`config.mk`:
```
export PLATFORM = sky130hd
export DESIGN_NAME = id_fwd_scoreboard
export DESIGN_NICKNAME = d
export VERILOG_FILES = /design/src/rtl/id_fwd_pkg.sv /design/src/rtl/id_fwd_scoreboard_fwd_src_sel.sv /design/src/rtl/id_fwd_scoreboard.sv
export SDC_FILE = /design/constraint.sdc
export NUM_CORES = 1
export LEC_CHECK = 0
export BUFFER_PORTS_ARGS = -buffer_cell sky130_fd_sc_hd__buf_2
export CORE_AREA = 2 2 110 112
export DETAILED_ROUTE_END_ITERATION = 16
export DIE_AREA = 0 0 112 114
export MAX_ROUTING_LAYER = met4
export PLACE_DENSITY = 0.7
export SETUP_SLACK_MARGIN = 0.3
export SLEW_MARGIN = 20
export SYNTH_ARGS = -nofsm -noshare
export SYNTH_HDL_FRONTEND = slang
export SYNTH_SLANG_ARGS = --single-unit
```
`constraint.sdc`:
```
create_clock -name clk -period 6.5 [get_ports clk]
set_clock_uncertainty 0.1 [all_clocks]
set_input_delay 1.95 -clock clk [delete_from_list [all_inputs] [get_ports clk]]
set_output_delay 1.95 -clock clk [all_outputs]
set_load 0.02 [all_outputs]
```
`src/rtl/id_fwd_pkg.sv`:
```
// id_fwd_pkg: result kinds, forward-select codes and shadow field widths for the ID forwarding unit
package id_fwd_pkg;
  localparam int KIND_W = 2;
  localparam int SEL_W = 3;
  localparam logic [KIND_W-1:0] RES_ALU = 2'd0;
  localparam logic [KIND_W-1:0] RES_LINK = 2'd1;
  localparam logic [KIND_W-1:0] RES_LOAD = 2'd2;
  localparam logic [KIND_W-1:0] RES_MULT = 2'd3;
  localparam logic [SEL_W-1:0] FSEL_RF = 3'd0;
  localparam logic [SEL_W-1:0] FSEL_EX_LINK = 3'd1;
  localparam logic [SEL_W-1:0] FSEL_MEM_RES = 3'd2;
  localparam logic [SEL_W-1:0] FSEL_MEM_LINK = 3'd3;
  localparam logic [SEL_W-1:0] FSEL_WB = 3'd4;
endpackage

```
`src/rtl/id_fwd_scoreboard_fwd_src_sel.sv`:
```
// fwd_src_sel: youngest-match priority compare and operand mux for one ID source
module fwd_src_sel
  import id_fwd_pkg::*;
#(
  parameter int DATA_W = 32,
  parameter int ADDR_W = 5
) (
  input  logic              en,
  input  logic              used,
  input  logic [ADDR_W-1:0] addr,
  input  logic [DATA_W-1:0] rf_data,
  input  logic              ex_v,
  input  logic [ADDR_W-1:0] ex_dst,
  input  logic [KIND_W-1:0] ex_kind,
  input  logic              mem_v,
  input  logic [ADDR_W-1:0] mem_dst,
  input  logic [KIND_W-1:0] mem_kind,
  input  logic              wb_v,
  input  logic [ADDR_W-1:0] wb_dst,
  input  logic [DATA_W-1:0] ex_link,
  input  logic [DATA_W-1:0] mem_result,
  input  logic [DATA_W-1:0] mem_link,
  input  logic [DATA_W-1:0] wb_result,
  output logic [SEL_W-1:0]  sel,
  output logic [DATA_W-1:0] data,
  output logic              hazard
);
  logic chk, ex_hit, mem_hit, wb_hit;
  always_comb begin
    chk = en && used && addr != '0;
    ex_hit = chk && ex_v && ex_dst == addr;
    mem_hit = chk && mem_v && mem_dst == addr;
    wb_hit = chk && wb_v && wb_dst == addr;
    // a hazarding operand falls back to rf data so the output never goes X
    sel = ex_hit ? (ex_kind == RES_LINK ? FSEL_EX_LINK : FSEL_RF) :
          mem_hit ? (mem_kind == RES_LOAD ? FSEL_RF : mem_kind == RES_LINK ? FSEL_MEM_LINK : FSEL_MEM_RES) :
          wb_hit ? FSEL_WB : FSEL_RF;
    hazard = ex_hit ? ex_kind != RES_LINK : mem_hit && mem_kind == RES_LOAD;
    data = sel == FSEL_EX_LINK ? ex_link :
           sel == FSEL_MEM_RES ? mem_result :
           sel == FSEL_MEM_LINK ? mem_link :
           sel == FSEL_WB ? wb_result : rf_data;
  end
endmodule

```
`src/rtl/id_fwd_scoreboard.sv`:
```
// id_fwd_scoreboard: EX/MEM/WB destination shadow, operand forwarding and load-use/multiply stall
module id_fwd_scoreboard
  import id_fwd_pkg::*;
#(
  parameter int DATA_W = 32,
  parameter int ADDR_W = 5,
  parameter int NUM_SRC = 2,
  parameter int MULT_LAT = 4
) (
  input  logic                      clk,
  input  logic                      rst,
  input  logic                      id_valid,
  input  logic [NUM_SRC*ADDR_W-1:0] id_src_addr,
  input  logic [NUM_SRC-1:0]        id_src_used,
  input  logic [NUM_SRC*DATA_W-1:0] id_rf_data,
  input  logic                      id_wr_en,
  input  logic [ADDR_W-1:0]         id_dst_addr,
  input  logic [KIND_W-1:0]         id_res_kind,
  input  logic                      flush,
  input  logic [DATA_W-1:0]         ex_link,
  input  logic [DATA_W-1:0]         mem_result,
  input  logic [DATA_W-1:0]         mem_link,
  input  logic [DATA_W-1:0]         wb_result,
  output logic [NUM_SRC*DATA_W-1:0] fwd_data,
  output logic [NUM_SRC*SEL_W-1:0]  fwd_sel,
  output logic                      stall
);
  localparam int CNT_W = $clog2(MULT_LAT + 1);
  localparam logic [CNT_W-1:0] HOLD = CNT_W'(MULT_LAT - 1);
  logic ex_v, mem_v, wb_v, load_ex;
  logic [ADDR_W-1:0] ex_dst, mem_dst, wb_dst;
  logic [KIND_W-1:0] ex_kind, mem_kind;
  logic [CNT_W-1:0] mult_cnt;
  logic [NUM_SRC-1:0] haz;
  genvar i;
  generate
    for (i = 0; i < NUM_SRC; i++) begin : g_src
      fwd_src_sel #(.DATA_W(DATA_W), .ADDR_W(ADDR_W)) u_sel (
        .en(!rst), .used(id_src_used[i]), .addr(id_src_addr[i*ADDR_W +: ADDR_W]),
        .rf_data(id_rf_data[i*DATA_W +: DATA_W]),
        .ex_v(ex_v), .ex_dst(ex_dst), .ex_kind(ex_kind),
        .mem_v(mem_v), .mem_dst(mem_dst), .mem_kind(mem_kind),
        .wb_v(wb_v), .wb_dst(wb_dst),
        .ex_link(ex_link), .mem_result(mem_result), .mem_link(mem_link), .wb_result(wb_result),
        .sel(fwd_sel[i*SEL_W +: SEL_W]), .data(fwd_data[i*DATA_W +: DATA_W]), .hazard(haz[i])
      );
    end
  endgenerate
  assign stall = !rst && ((id_valid && |haz) || mult_cnt != '0);
  assign load_ex = id_valid && !stall && !flush;
  // shadow entries store only qualified writers: valid && wr_en && dst != 0
  always_ff @(posedge clk) begin
    if (rst) begin
      ex_v <= 1'b0;
      mem_v <= 1'b0;
      wb_v <= 1'b0;
      mult_cnt <= '0;
    end else begin
      wb_v <= mem_v;
      wb_dst <= mem_dst;
      if (mult_cnt != '0) begin
        mem_v <= 1'b0;
        mult_cnt <= mult_cnt - 1'b1;
      end else begin
        mem_v <= ex_v;
        mem_dst <= ex_dst;
        mem_kind <= ex_kind;
        ex_v <= load_ex && id_wr_en && id_dst_addr != '0;
        ex_dst <= id_dst_addr;
        ex_kind <= id_res_kind;
        mult_cnt <= load_ex && id_res_kind == RES_MULT ? HOLD : '0;
      end
    end
  end
endmodule

```
==> metrics <==
hold_buf cts=0; num rows=40; # setup viols final=0; Net Switching=0.301 mW; worst-case clock buffer depth=2; WP data required=4.45 ns; Synth Register Bits=25; cts bufs inserted=3; worst r2r dst=mult_cnt[1]$_SDFF_PP0_; Slew @ Worst Pin=0.627 ns; wire length per cell=19.9 um; initial antenna violation count=0; core box area=0.0117 mm2; outcome=finished, final reports clean; Buf/Inv on CP=4; Power Density=132 mW/mm2; Post-synth ARST share=0%; number of flops mapped to enable cells by yosys=19; crit-path max FO=7; clock share of power=17.1%; Setup crit start=id_src_addr[4]; GRT overflow=0; Syn Nets=735; Crit-path slowest cell=or4_4; CP Data Arrival Time=4.17 ns; Syn-to-layout area delta=54.4%; Highest Clock Rate=0.161 GHz; Crit path max-delay family=simple AND/OR/NAND/NOR gates; predominant post-synthesis flop cell=edfxtp_1; Final ANT Viol Nets=0; largest cells by area after synthesis=edfxtp_1, a211oi_1, o31ai_1; Max-slew headroom=57.8%; first-pass GRT wire length=26.7 mm; ordered cell list for the critical path=buf_8 -> or4_4 -> nor2_4 -> nor4_4 -> or2_4 -> a21oi_4 -> buf_6 -> buf_8 -> nor3_2 -> nor4_2 -> buf_2; Post-route DRC=0; DR vias=5,642; Sum Neg Setup Slack=0 ns; Peak supply drop=0.281 mV; total internal power=0.471 mW; minimum clock period=6.22 ns; Global Route Usage Sum=26.2%; Detail Placement HPWL=13.4 mm; H-tree levels=1; routed wire length=18.7 mm; critical path depth in cells=11; Reg clk slew, reported paths=0.06 ns; antenna fix cells=0; Max-Cap Viols=0; Yosys cell types=50; crit path to=fwd_data[9]; largest net degree at the start of global routing=66; IO Count=287; fin crit share=95.7%; Slew Viols, Final=0; reg2reg start=mem_dst[0]$_DFFE_PP_; area leader, netlist=edfxtp_1; sw frac=39.0%; largest stage delay on the critical path=0.58 ns; Reg power frac=34.8%; crit path launch type=input pin; clock latency on the worst-skew pair=0.25 ns; most frequent CP cell=buf_8; Reg2Reg Setup Slack=4.06 ns; Synth Cell Area=0.00379 mm2; Gate power share=48.1%; register area share after synthesis=18.2%; worst r2r path cells=6; vias in the first global route=5,273; Die W=112 um; Nets=1,015; Port-buffer cells=286; final hold violation count=0; die area=0.0128 mm2; syn avg cell area=7.34 um2; share of cells above drive strength 1=46.4%; Worst Setup End Kind=output port; drt pass-1 iters=8; Synth top area share=15.0%; WHS Path Cells=1; Initial Util=32.4%; unrepaired setup endpoints after global routing=yes; worst hold slack=0.342 ns; DR vias/cell=5.98; Leak=2.58 nW; CTS root buffer=clkbuf_16; CTS tree=yes; synth warn=0; kind of critical path=input pin to output port; Clock Sinks=25; Worst Hold Class=register to register; die height=114 um; Synth Instances=517; Iteration-0 DRC Markers=658; GPL Wtd Cong=0.895
-- worst register-to-register path, delay by kind of cell, from the launching register on --
family	cells	cell delay (ns)
flops	1	0.47
xor+xnor	1	0.21
compound gates	3	0.87
simple gates	2	0.65
-- cells in the mapped netlist, types with 13 or more instances --
master / n
a21oi_1: 32
a211oi_1: 33
o22ai_1: 23
nor4_1: 22
edfxtp_1: 19
o21ai_0: 13
o31ai_1: 33
clkbuf_1: 25
nor3_1: 27
buf_2: 13
nor2b_1: 37
nor2_1: 55
nand2_1: 22
xnor2_1: 15
xor2_1: 16
a22oi_1: 32
-- state kept, by name, summed over array words and instances (netlist names) --
signal    cells
wb_v          1
ex_kind       2
wb_dst        5
ex_dst        5
mult_cnt      3
mem_dst       5
mem_kind      2
ex_v          1
mem_v         1
-- cell type report --
cell class	instances	area (um2)
clock buffers	3	75.1
clock inverters	1	5.00
fillers	1144	5850
inverters	5	18.8
multi-input cells	441	3060
flip-flops and latches	25	691
well taps	147	184
repair buffers	321	1830
-- cell families after synthesis --
| logic type | after synthesis | synth area share [%] |
|---|---|---|
| buffers and inverters | 52 | 6.66 |
| adders and majority gates | 2 | 0.659 |
| muxes | 1 | 0.264 |
| AOI/OAI and AO/OA | 203 | 38.1 |
| xor gates and xnor gates | 31 | 7.15 |
| DFF | 25 | 18.2 |
| and+or+nand+nor | 203 | 28.9 |
-- metal layers --
layer | up-vias | track usage, % | routed length, um
li1 | 2594 | - | -
met1 | 2624 | 34.0 | 7410
met2 | 384 | 44.1 | 9060
met3 | 40 | 3.19 | 1900
met4 | 0 | 5.93 | 368
met5 | - | - | 0
-- through the flow --
stage | setup slack (ns) | util (%) | instance area [um2] | total power [mW] | std cells
4_1_cts | 0.277 | 47.7 | 5590 | 0.755 | 935
3_3_place_gp | 0.179 | 46.6 | 5450 | 0.612 | 928
2_1_floorplan | 0.462 | - | 3790 | 0.453 | 517
5_1_grt | 0.231 | 50.0 | 5860 | 0.816 | 943
3_5_place_dp | 0.176 | 46.6 | 5450 | 0.616 | 928
6_report | 0.283 | 50.0 | 5860 | 0.772 | 943
-- worst min path at each step --
stage                                start                     end  slack (ns)
global route        mult_cnt[0]$_SDFF_PP0_  mult_cnt[0]$_SDFF_PP0_        0.39
CTS                 mult_cnt[0]$_SDFF_PP0_  mult_cnt[0]$_SDFF_PP0_        0.34
detailed placement  mult_cnt[0]$_SDFF_PP0_  mult_cnt[0]$_SDFF_PP0_        0.33
global placement    mult_cnt[0]$_SDFF_PP0_  mult_cnt[0]$_SDFF_PP0_        0.33
finish              mult_cnt[0]$_SDFF_PP0_  mult_cnt[0]$_SDFF_PP0_        0.34
floorplan           mult_cnt[0]$_SDFF_PP0_  mult_cnt[0]$_SDFF_PP0_        0.31
-- repair_timing --
item / in CTS / in global routing
resized for setup: 8 / 50
pin swaps: 2 / 30
endpoints found under the setup margin: 30 / 38
buffers inserted: 2 / 6
endpoints found under the hold margin: 0 / 0
cloned: 1 / 2
-- power groups by stage --
stage                     Clock (mW)  Combinational (mW)  Sequential (mW)
after floorplan                    0               0.195            0.258
after global placement             0               0.343            0.268
after detailed placement           0               0.347            0.270
after CTS                      0.134               0.355            0.266
after global routing           0.138               0.403            0.275
final                          0.132               0.371            0.269
-- cells in the final DEF (no fill, tap or decap), types with 9 or more instances in the layout --
cell type,synthesis,layout
edfxtp_1,19,19
nor2_1,55,52
nor3_1,27,19
a22oi_1,32,32
buf_2,13,279
nand2_1,22,21
a222oi_1,10,10
nor2b_1,37,35
xnor2_1,15,14
a211o_1,10,10
a21oi_1,32,32
o221ai_1,10,10
o21ai_0,13,13
nor4_1,22,16
buf_4,3,27
nor4_2,5,9
o22ai_1,23,23
a211oi_1,33,33
xor2_1,16,15
o31ai_1,33,33
Note: power is estimated with default switching activity, not from simulation.
